File: src/rtl/silife_ws2812_pkg.sv
// Shared definitions for the SiLife WS2812 driver: FSM encoding, GRB bit order
// and default WS2812 timing for common system clocks.
package silife_ws2812_pkg;

  typedef enum logic [1:0] {
    IDLE  = 2'd0,
    FETCH = 2'd1,
    SEND  = 2'd2,
    LATCH = 2'd3
  } state_t;

  localparam int unsigned COLOR_W   = 24;
  localparam int unsigned BIT_CNT_W = 5;
  localparam logic [BIT_CNT_W-1:0] FIRST_BIT = 5'd23;

  // 25 MHz clock: 40 ns per cycle
  localparam int unsigned BIT_CYCLES_25M   = 31;
  localparam int unsigned T0H_CYCLES_25M   = 10;
  localparam int unsigned T1H_CYCLES_25M   = 20;
  localparam int unsigned RESET_CYCLES_25M = 2000;

  // 10 MHz clock: 100 ns per cycle
  localparam int unsigned BIT_CYCLES_10M   = 13;
  localparam int unsigned T0H_CYCLES_10M   = 4;
  localparam int unsigned T1H_CYCLES_10M   = 8;
  localparam int unsigned RESET_CYCLES_10M = 500;

  // Wire order is G7..G0, R7..R0, B7..B0; bit 23 goes out first.
  typedef struct packed {
    logic [7:0] g;
    logic [7:0] r;
    logic [7:0] b;
  } grb_t;

  function automatic logic grb_bit(input grb_t color, input logic [BIT_CNT_W-1:0] idx);
    return color[idx];
  endfunction

endpackage

File: src/rtl/silife_ws2812_bit.sv
// Single WS2812 bit encoder: one NRZ slot per i_start, o_done on its last cycle.
module silife_ws2812_bit #(
  parameter int unsigned BIT_CYCLES = 31,
  parameter int unsigned T0H_CYCLES = 10,
  parameter int unsigned T1H_CYCLES = 20,
  parameter int unsigned PHASE_W    = 11
) (
  input  logic clk,
  input  logic reset,
  input  logic i_start,
  input  logic i_bit,
  output logic o_data,
  output logic o_done
);

  localparam logic [PHASE_W-1:0] LAST_PHASE = PHASE_W'(BIT_CYCLES - 1);
  localparam logic [PHASE_W-1:0] T0H_P      = PHASE_W'(T0H_CYCLES);
  localparam logic [PHASE_W-1:0] T1H_P      = PHASE_W'(T1H_CYCLES);

  logic               active;
  logic               bit_val;
  logic [PHASE_W-1:0] phase;
  logic [PHASE_W-1:0] phase_inc;
  logic [PHASE_W-1:0] high_len;

  assign phase_inc = phase + 1'b1;
  assign high_len  = bit_val ? T1H_P : T0H_P;

  // A start on the done cycle chains slots with no gap.
  always_ff @(posedge clk) begin
    if (reset) begin
      active  <= 1'b0;
      bit_val <= 1'b0;
      phase   <= '0;
      o_data  <= 1'b0;
      o_done  <= 1'b0;
    end else if (i_start) begin
      active  <= 1'b1;
      bit_val <= i_bit;
      phase   <= '0;
      o_data  <= 1'b1;
      o_done  <= (LAST_PHASE == '0);
    end else if (active) begin
      if (phase == LAST_PHASE) begin
        active <= 1'b0;
        phase  <= '0;
        o_data <= 1'b0;
        o_done <= 1'b0;
      end else begin
        phase  <= phase_inc;
        o_data <= (phase_inc < high_len);
        o_done <= (phase_inc == LAST_PHASE);
      end
    end
  end

endmodule

File: src/rtl/silife_ws2812.sv
// WS2812 driver for the SiLife matrix: scans rows, sends each cell as a GRB
// colour, then holds the line low to latch the strip.
module silife_ws2812
  import silife_ws2812_pkg::*;
#(
  parameter int unsigned WIDTH        = 8,
  parameter int unsigned HEIGHT       = 8,
  parameter int unsigned BIT_CYCLES   = 31,
  parameter int unsigned T0H_CYCLES   = 10,
  parameter int unsigned T1H_CYCLES   = 20,
  parameter int unsigned RESET_CYCLES = 2000,
  parameter logic [23:0] ON_COLOR     = 24'h101010,
  parameter logic [23:0] OFF_COLOR    = 24'h000000
) (
  input  logic                      clk,
  input  logic                      reset,
  input  logic                      i_enable,
  input  logic [WIDTH-1:0]          i_cells,
  output logic [$clog2(HEIGHT)-1:0] o_row_select,
  output logic                      o_data,
  output logic                      o_busy
);

  localparam int unsigned ROW_W   = $clog2(HEIGHT);
  localparam int unsigned PIX_W   = $clog2(WIDTH);
  localparam int unsigned MAX_CYC = (BIT_CYCLES > RESET_CYCLES) ? BIT_CYCLES : RESET_CYCLES;
  localparam int unsigned PHASE_W = $clog2(MAX_CYC + 1);

  localparam logic [ROW_W-1:0]   LAST_ROW   = ROW_W'(HEIGHT - 1);
  localparam logic [PIX_W-1:0]   LAST_PIX   = PIX_W'(WIDTH - 1);
  localparam logic [PHASE_W-1:0] LATCH_LAST = PHASE_W'(RESET_CYCLES - 1);

  state_t                 state;
  logic [PIX_W-1:0]       pixel;
  logic [BIT_CNT_W-1:0]   bit_cnt;
  logic [WIDTH-1:0]       row_buf;
  logic [WIDTH-1:0]       row_next;
  logic [PHASE_W-1:0]     latch_cnt;
  logic                   bit_start;
  logic                   bit_value;
  logic                   bit_done;

  function automatic grb_t cell_color(input logic alive);
    return alive ? grb_t'(ON_COLOR) : grb_t'(OFF_COLOR);
  endfunction

  // Leftmost pixel always sits at the top of the row shift register.
  assign row_next = row_buf << 1;

  // Next bit is launched on the done cycle so slots chain back-to-back.
  always_comb begin
    bit_start = 1'b0;
    bit_value = 1'b0;
    case (state)
      FETCH: begin
        bit_start = 1'b1;
        bit_value = grb_bit(cell_color(i_cells[WIDTH-1]), FIRST_BIT);
      end
      SEND: begin
        if (bit_done) begin
          if (bit_cnt != '0) begin
            bit_start = 1'b1;
            bit_value = grb_bit(cell_color(row_buf[WIDTH-1]), bit_cnt - 5'd1);
          end else if (pixel != LAST_PIX) begin
            bit_start = 1'b1;
            bit_value = grb_bit(cell_color(row_next[WIDTH-1]), FIRST_BIT);
          end
        end
      end
      default: ;
    endcase
  end

  always_ff @(posedge clk) begin
    if (reset) begin
      state        <= IDLE;
      o_row_select <= '0;
      o_busy       <= 1'b0;
      pixel        <= '0;
      bit_cnt      <= '0;
      row_buf      <= '0;
      latch_cnt    <= '0;
    end else begin
      case (state)
        IDLE: begin
          if (i_enable) begin
            state        <= FETCH;
            o_row_select <= '0;
            o_busy       <= 1'b1;
          end
        end
        FETCH: begin
          row_buf <= i_cells;
          pixel   <= '0;
          bit_cnt <= FIRST_BIT;
          state   <= SEND;
        end
        SEND: begin
          if (bit_done) begin
            if (bit_cnt != '0) begin
              bit_cnt <= bit_cnt - 5'd1;
            end else if (pixel != LAST_PIX) begin
              pixel   <= pixel + 1'b1;
              bit_cnt <= FIRST_BIT;
              row_buf <= row_next;
            end else begin
              pixel <= '0;
              if (o_row_select != LAST_ROW) begin
                o_row_select <= o_row_select + 1'b1;
                state        <= FETCH;
              end else begin
                latch_cnt <= '0;
                state     <= LATCH;
              end
            end
          end
        end
        LATCH: begin
          if (latch_cnt == LATCH_LAST) begin
            latch_cnt    <= '0;
            o_row_select <= '0;
            if (i_enable) begin
              state <= FETCH;
            end else begin
              state  <= IDLE;
              o_busy <= 1'b0;
            end
          end else begin
            latch_cnt <= latch_cnt + 1'b1;
          end
        end
        default: state <= IDLE;
      endcase
    end
  end

  silife_ws2812_bit #(
    .BIT_CYCLES (BIT_CYCLES),
    .T0H_CYCLES (T0H_CYCLES),
    .T1H_CYCLES (T1H_CYCLES),
    .PHASE_W    (PHASE_W)
  ) u_bit (
    .clk     (clk),
    .reset   (reset),
    .i_start (bit_start),
    .i_bit   (bit_value),
    .o_data  (o_data),
    .o_done  (bit_done)
  );

endmodule
File: config.mk
export PLATFORM = sky130hd
export DESIGN_NAME = silife_ws2812
export DESIGN_NICKNAME = d
export VERILOG_FILES = /design/src/rtl/silife_ws2812_pkg.sv /design/src/rtl/silife_ws2812_bit.sv /design/src/rtl/silife_ws2812.sv
export SDC_FILE = /design/constraint.sdc
export NUM_CORES = 1
export LEC_CHECK = 0
export BUFFER_PORTS_ARGS = -buffer_cell sky130_fd_sc_hd__buf_4
export CORE_MARGIN = 2
export CORE_UTILIZATION = 25
export CTS_CLUSTER_DIAMETER = 30
export DETAILED_ROUTE_END_ITERATION = 7
export GPL_TIMING_DRIVEN = 0
export SLEW_MARGIN = 40
export SYNTH_ARGS = -nofsm -noshare
export SYNTH_HDL_FRONTEND = slang
export SYNTH_HIERARCHICAL = 1
export SYNTH_SLANG_ARGS = --single-unit
File: constraint.sdc
create_clock -name clk -period 3.4 [get_ports clk]
set_input_delay 0.17 -clock clk [delete_from_list [all_inputs] [get_ports clk]]
set_output_delay 0.17 -clock clk [all_outputs]
set_load 0.03 [all_outputs]
==> impl_metrics.env, run 1 <==
export IMPL_outcome="complete, no violations"
export IMPL_final_core_util_pct=29.51
export IMPL_timing_rr_start="state[0]$_SDFFE_PP0P_"
export IMPL_slew_headroom_pct=52.06
export IMPL_start_kind="register"
export IMPL_wl_per_cell_um=13.30
export IMPL_synth_ff_type="dfxtp_1"
export IMPL_yosys_warnings=6
export IMPL_vias=2545
export IMPL_cts_root_buf="clkbuf_16"
export IMPL_ioPinCount=16
export IMPL_totalWireLength_mm=6.677
export IMPL_synth_edff_count=0
export IMPL_gr_usage_all_layers_pct=10.96
export IMPL_grt_start_max_net_pins=15
export IMPL_grt_pass1_vias=2504
export IMPL_insertion_delay_ps=290
export IMPL_vias_per_cell=5.070
export IMPL_cts_setup_buffers=0
export IMPL_critPathArrivalTime_ps=3190
export IMPL_dpl_cell_count=494
export IMPL_hpwlAfterDp_mm=4.843
export IMPL_fp_dieH_um=110.9
export IMPL_hp_class="input pin to register"
export IMPL_min_from="reset"
export IMPL_slew_violations=0
export IMPL_port_buffers=15
export IMPL_drt_iter0_markers=159
export IMPL_post_route_min_period_ps=3035
export IMPL_numCtsBuffers=5
export IMPL_synth_top_family_by_area="simple AND/OR/NAND/NOR gates"
export IMPL_tns_ps=0
export IMPL_layout_drive_gt1_share_pct=11.98
export IMPL_worstSetupPathType="register to register"
export IMPL_final_setup_skew_ps=8.847
export IMPL_irDropWorstVdd_v=0.0003124
export IMPL_p_seq_share_pct=35.3
export IMPL_pwr_share_clk_pct=27.1
export IMPL_p_sw_mw=0.7488
export IMPL_synthMuxAreaShare_pct=3.856
export IMPL_antenna_found_initial=0
export IMPL_start_util_pct=25.33
export IMPL_netlist_area_sq_um=2855
export IMPL_synth_simple_area_share_pct=24.93
export IMPL_layout_cells_non_filler=502
export IMPL_area_growth_pct=16.52
export IMPL_h_tree_depth=2
export IMPL_antenna_cells=0
export IMPL_cts_tree="yes"
export IMPL_design_die_area_sq_um=12290
export IMPL_synth_compound_area_share_pct=22.09
export IMPL_synthAdderAreaFrac_pct=7.450
export IMPL_nets=386
export IMPL_crit_fanout=10
export IMPL_core_sq_um=11270
export IMPL_synth_nets=364
export IMPL_ctsHoldBuffers=0
export IMPL_drtPass1Iterations=5
export IMPL_max_freq_mhz=329.5
export IMPL_comb_power_share_pct=37.6
export IMPL_ys_types=59
export IMPL_switching_share_pct=36.38
export IMPL_cts_sinks=48
export IMPL_cts_buffer_depth=2
export IMPL_p_int_mw=1.309
export IMPL_netlist_area_leader_share_pct=33.65
export IMPL_yosysTopAreaCell="dfxtp_1"
export IMPL_grt_setup_unrepaired="false"
export IMPL_period_share_pct=89.26
export IMPL_tightest_slew_ps=714.9
export IMPL_clkSlewWorstSetupHoldPaths_ps=60
export IMPL_core_rowCount=39
export IMPL_yosys_area_share_xor_xnor_pct=3.067
export IMPL_gr_total_overflow=0
export IMPL_synthTopCellsByArea="dfxtp_1 (34%), ha_1 (7.4%), a21oi_1 (4.2%)"
export IMPL_ant_nets=0
export IMPL_ys_seq_elements=48
export IMPL_cp_required_ps=3560
export IMPL_gp_congestion=0.8322
export IMPL_avgSynthCellArea_sq_um=8.498
export IMPL_drc=0
export IMPL_powerDensity_nw_per_um2=618.6
export IMPL_maxCapViolCount=0
export IMPL_n_fill_cell=1175
export IMPL_die_w_um=110.9
export IMPL_grt_pass1_wl_mm=11.54
export IMPL_crit_path_start="state[0]$_SDFFE_PP0P_"
export IMPL_crit_path_end_kind="register"
export IMPL_synthCells=336
export IMPL_setup_viol=0
export IMPL_ys_seq_area_share_pct=33.65
export IMPL_async_flop_share_pct=0
export IMPL_hold_viol_final=0
export IMPL_power_leakage_nw=1.200
-- cells by family after synthesis --
family                   count (synthesis)
XOR/XNOR                                10
adder cells (fa/ha/maj)                 17
flip-flops                              48
AO/OA/AOI/OAI                           87
buffers and inverters                   32
AND/OR/NAND/NOR                        131
multiplexers                            11
-- cells in the mapped netlist, types with 3 or more instances --
cell      instances
dfxtp_1          48
nor2_1           29
nand2_1          28
a21oi_1          24
ha_1             17
inv_1            13
a211oi_1         12
clkbuf_1         12
nand3_1          12
mux2i_1          11
nand4_1          11
o21ai_0           9
xor2_1            8
a22o_1            6
nor3_1            6
or3_1             6
o22ai_1           5
a211o_1           4
and3_1            4
nand2b_1          4
nor2b_1           4
nor4_1            4
a21o_1            3
a41oi_1           3
and2_1            3
and4_1            3
nand3b_1          3
o31ai_1           3
or4b_1            3
-- registers in the layout, summed over array words and instances (netlist names) --
| name | count |
|---|---|
| u_bit/o_data | 1 |
| u_bit/o_done | 1 |
| bit_cnt | 5 |
| row_buf | 8 |
| o_row_select | 3 |
| state | 2 |
| o_busy | 1 |
| latch_cnt | 11 |
| u_bit/active | 1 |
| u_bit/bit_val | 1 |
| pixel | 3 |
| u_bit/phase | 11 |
-- stage by stage --
stage | hold WS [ps] | total power [mW] | setup slack (ps) | area (sq um)
final | 157.7 | 2.058 | 365.2 | 3327
after global routing | 166.2 | 2.197 | 53.33 | 3327
after CTS | 152.6 | 2.070 | 157.9 | 3311
after detailed placement | 453.4 | 1.507 | 178.9 | 3147
after global placement | 444.0 | 1.480 | 245.9 | 3147
after floorplan | 242.4 | 1.318 | 929.8 | 2855
-- power by group through the flow --
stage                     registers (mW)  logic (mW)  clock network, mW
final                              0.727       0.773              0.558
after global routing               0.739       0.864              0.595
after floorplan                    0.740       0.578                  0
after global placement             0.736       0.744                  0
after CTS                          0.727       0.772              0.572
after detailed placement           0.739       0.768                  0
-- what timing repair did --
action                     4_1_cts  5_1_grt
hold endpoints to repair         0        0
gates resized for setup          0        2
setup endpoints to repair        0       10
-- area by class of cell --
cell class / count / area (sq um) / area share (%)
plain buffers: 18 / 90.09 / 2.708
well taps: 143 / 178.9 / 5.378
multi-input cells: 256 / 1768 / 53.14
inverters: 14 / 52.55 / 1.580
repair buffers: 15 / 112.6 / 3.385
clock buffers: 6 / 128.9 / 3.874
flip-flops and latches: 48 / 960.9 / 28.88
clock inverters: 2 / 35.03 / 1.053
-- layout by cell type, fill, tap and decap left out, types with 2 or more instances in the layout --
| cell type | n |
|---|---|
| a211o_1 | 4 |
| a211oi_1 | 12 |
| a21o_1 | 3 |
| a21oi_1 | 24 |
| a22o_1 | 6 |
| a31oi_1 | 2 |
| a41oi_1 | 3 |
| and2_1 | 3 |
| and3_1 | 4 |
| and3_2 | 2 |
| and4_1 | 3 |
| buf_2 | 2 |
| buf_4 | 16 |
| buf_6 | 2 |
| clkbuf_1 | 12 |
| clkbuf_16 | 5 |
| dfxtp_1 | 48 |
| ha_1 | 17 |
| inv_1 | 13 |
| mux2i_1 | 11 |
| nand2_1 | 28 |
| nand2b_1 | 4 |
| nand3_1 | 12 |
| nand3b_1 | 3 |
| nand4_1 | 11 |
| nand4b_1 | 2 |
| nor2_1 | 29 |
| nor2b_1 | 4 |
| nor3_1 | 6 |
| nor4_1 | 4 |
| o21ai_0 | 9 |
| o22ai_1 | 5 |
| o31ai_1 | 3 |
| or2_2 | 2 |
| or3_1 | 6 |
| or4b_1 | 3 |
| xnor2_1 | 2 |
| xor2_1 | 8 |
-- worst max-delay path, stage by stage, from the launching register on --
cell and delay [ps]:
dfxtp_1 360, inv_1 120, ha_1 150, clkbuf_1 240, clkbuf_2 340, clkbuf_1 470
a31oi_1 170, nor2b_1 350, or2_2 220, clkbuf_1 390, nor2_1 100
-- metal layers --
metal / track usage, % / up-vias / wire [um]
met3: 2.406 / 12 / 268
met4: 3.750 / 0 / 123
met2: 18.85 / 43 / 3177
li1: - / 1285 / -
met5: 0 / - / 0
met1: 13.52 / 1205 / 3108
-- final timing paths --
| path | endpoint | slack (ps) | depth (start not counted) |
|---|---|---|---|
| setup / recovery | u_bit/phase[8]$_SDFFE_PP0P_ | 370 | 10 |
| hold / removal | u_bit/bit_val$_SDFFE_PP0P_ | 160 | 2 |
| setup reg to reg | u_bit/phase[8]$_SDFFE_PP0P_ | 370 | 10 |
| hold reg to reg | pixel[2]$_SDFFE_PP0P_ | 470 | 2 |
(Power assumes the default switching activity.)
==> run 2: changes to the inputs <==
--- a/config.mk
+++ b/config.mk
@@ -6,11 +6,12 @@
 export NUM_CORES = 1
 export LEC_CHECK = 0
 export BUFFER_PORTS_ARGS = -buffer_cell sky130_fd_sc_hd__buf_4
-export CORE_MARGIN = 2
+export CORE_MARGIN = 10
 export CORE_UTILIZATION = 25
 export CTS_CLUSTER_DIAMETER = 30
 export DETAILED_ROUTE_END_ITERATION = 7
 export GPL_TIMING_DRIVEN = 0
+export REMOVE_ABC_BUFFERS = 1
 export SLEW_MARGIN = 40
 export SYNTH_ARGS = -nofsm -noshare
 export SYNTH_HDL_FRONTEND = slang
==> impl_metrics.env, run 2 (synthesized netlist as in run 1, its figures left out) <==
export IMPL_cts_tree="yes"
export IMPL_core_rowCount=38
export IMPL_vias=2470
export IMPL_critPathBufInv=1
export IMPL_irDropWorstVdd_v=0.0001976
export IMPL_start_kind="register"
export IMPL_final_setup_skew_ps=7.352
export IMPL_cts_root_buf="clkbuf_16"
export IMPL_grt_setup_unrepaired="false"
export IMPL_period_share_pct=78.83
export IMPL_cts_setup_buffers=0
export IMPL_p_sw_mw=0.7326
export IMPL_powerDensity_nw_per_um2=606.5
export IMPL_drt_iter0_markers=116
export IMPL_p_int_mw=1.224
export IMPL_design_die_area_sq_um=16100
export IMPL_die_w_um=126.9
export IMPL_numCtsBuffers=5
export IMPL_start_util_pct=25.88
export IMPL_crit_fanout=34
export IMPL_power_leakage_nw=1.142
export IMPL_hold_viol_final=0
export IMPL_outcome="complete, no violations"
export IMPL_max_freq_mhz=373.1
export IMPL_cts_repair_resized=0
export IMPL_nets=368
export IMPL_layout_commonest_cell="dfxtp_1"
export IMPL_slew_headroom_pct=50.05
export IMPL_fp_dieH_um=126.9
export IMPL_grt_start_max_net_pins=40
export IMPL_crit_family="simple AND/OR/NAND/NOR gates"
export IMPL_wl_per_cell_um=13.23
export IMPL_setup_viol=0
export IMPL_gp_congestion=0.7815
export IMPL_comb_power_share_pct=36.2
export IMPL_tns_ps=0
export IMPL_switching_share_pct=37.45
export IMPL_slowest_stage="ha_2"
export IMPL_area_growth_pct=12.97
export IMPL_drtPass1Iterations=5
export IMPL_pwr_share_clk_pct=26.2
export IMPL_antenna_cells=0
export IMPL_crit_path_end_kind="register"
export IMPL_core_sq_um=11030
export IMPL_cts_sinks=48
export IMPL_drc=0
export IMPL_hpwlAfterDp_mm=4.538
export IMPL_worstSetupPathType="register to register"
export IMPL_top_regs="latch_cnt (11), u_bit/phase (11), row_buf (8)"
export IMPL_layout_drive_gt1_share_pct=11.44
export IMPL_insertion_delay_ps=290
export IMPL_ctsHoldBuffers=0
export IMPL_grt_pass1_wl_mm=11.13
export IMPL_port_buffers=15
export IMPL_gr_total_overflow=0
export IMPL_vias_per_cell=5.135
export IMPL_final_core_util_pct=29.24
export IMPL_layout_common_cells="dfxtp_1 (48), nor2_1 (29), nand2_1 (28)"
export IMPL_critPathArrivalTime_ps=2910
export IMPL_hp_class="input pin to register"
export IMPL_post_route_min_period_ps=2680
export IMPL_maxCapViolCount=0
export IMPL_p_seq_share_pct=37.6
export IMPL_gr_usage_all_layers_pct=8.124
export IMPL_power_total_mw=1.956
export IMPL_antenna_found_initial=0
export IMPL_ant_nets=0
export IMPL_totalWireLength_mm=6.364
export IMPL_path_cells="inv_1 -> ha_2 -> nand3_1 -> o32a_1 -> or4b_1 -> a21oi_1"
export IMPL_grt_pass1_vias=2333
export IMPL_clkSlewWorstSetupHoldPaths_ps=70
export IMPL_cts_buffer_depth=2
export IMPL_slew_violations=0
export IMPL_cp_required_ps=3630
export IMPL_h_tree_depth=2
export IMPL_critPathMaxStageDelay_ps=690
export IMPL_ioPinCount=16
export IMPL_tightest_slew_ps=749.3
[run 2: changes by cell type in the layout (fill, tap and decap cells not counted), sizes merged]
| cell | previous run | this run |
|---|---|---|
| buf | 21 | 15 |
| bufinv | 1 | 0 |
| clkbuf | 18 | 6 |
| clkinv | 1 | 0 |
| clkinvlp | 0 | 2 |
[run 2: final timing paths]
| path | start | endpoint | slack [ps] | cells after the start |
|---|---|---|---|---|
| hold / removal | i_cells[0] | row_buf[0]$_SDFFE_PP0P_ | 180 | 3 |
| hold reg to reg | pixel[1]$_SDFFE_PP0P_ | pixel[1]$_SDFFE_PP0P_ | 470 | 2 |
| setup / recovery | state[0]$_SDFFE_PP0P_ | latch_cnt[2]$_SDFFE_PP0P_ | 720 | 6 |
| setup reg to reg | state[0]$_SDFFE_PP0P_ | latch_cnt[2]$_SDFFE_PP0P_ | 720 | 6 |
[run 2: worst register-to-register path, stage by stage (launching register included)]
cell and delay (ps):
dfxtp_1 370, inv_1 130, ha_2 690, nand3_1 270, o32a_1 490, or4b_1 540, a21oi_1 140
[run 2: layout make-up]
class | count | area [sq um]
inverter | 14 | 52.55
tap | 140 | 175.2
multi-input combinational | 256 | 1770
sequential | 48 | 960.9
clock buffer | 6 | 138.9
clock inverter | 2 | 15.01
timing repair buffer | 15 | 112.6
fill | 1195 | 7805
[run 2: power by group through the flow]
stage / clock [mW] / sequential (mW) / combinational (mW)
after floorplan: 0 / 0.746 / 0.529
after global placement: 0 / 0.744 / 0.686
after detailed placement: 0 / 0.749 / 0.705
after CTS: 0.534 / 0.736 / 0.710
after global routing: 0.560 / 0.751 / 0.800
final: 0.514 / 0.735 / 0.708
[run 2: through the flow]
stage	setup WS (ps)	cell area (sq um)	hold slack, ps	std cells
after floorplan	801.4	2766	239.1	318
after global placement	285.7	3054	443.8	473
after detailed placement	616.8	3064	465.1	473
after CTS	602.0	3218	173.2	481
after global routing	513.2	3226	198.5	481
final	719.9	3226	178.6	481
[run 2: metal layers]
layer | up-vias | routed length [um] | part of all wire [%] | GRT usage (%)
li1 | 1254 | - | - | -
met1 | 1194 | 2942 | 46 | 9.456
met2 | 18 | 3189 | 50 | 13.67
met3 | 4 | 171 | 2.7 | 2.666
met4 | 0 | 61 | 0.96 | 2.746
met5 | - | 0 | 0 | 0
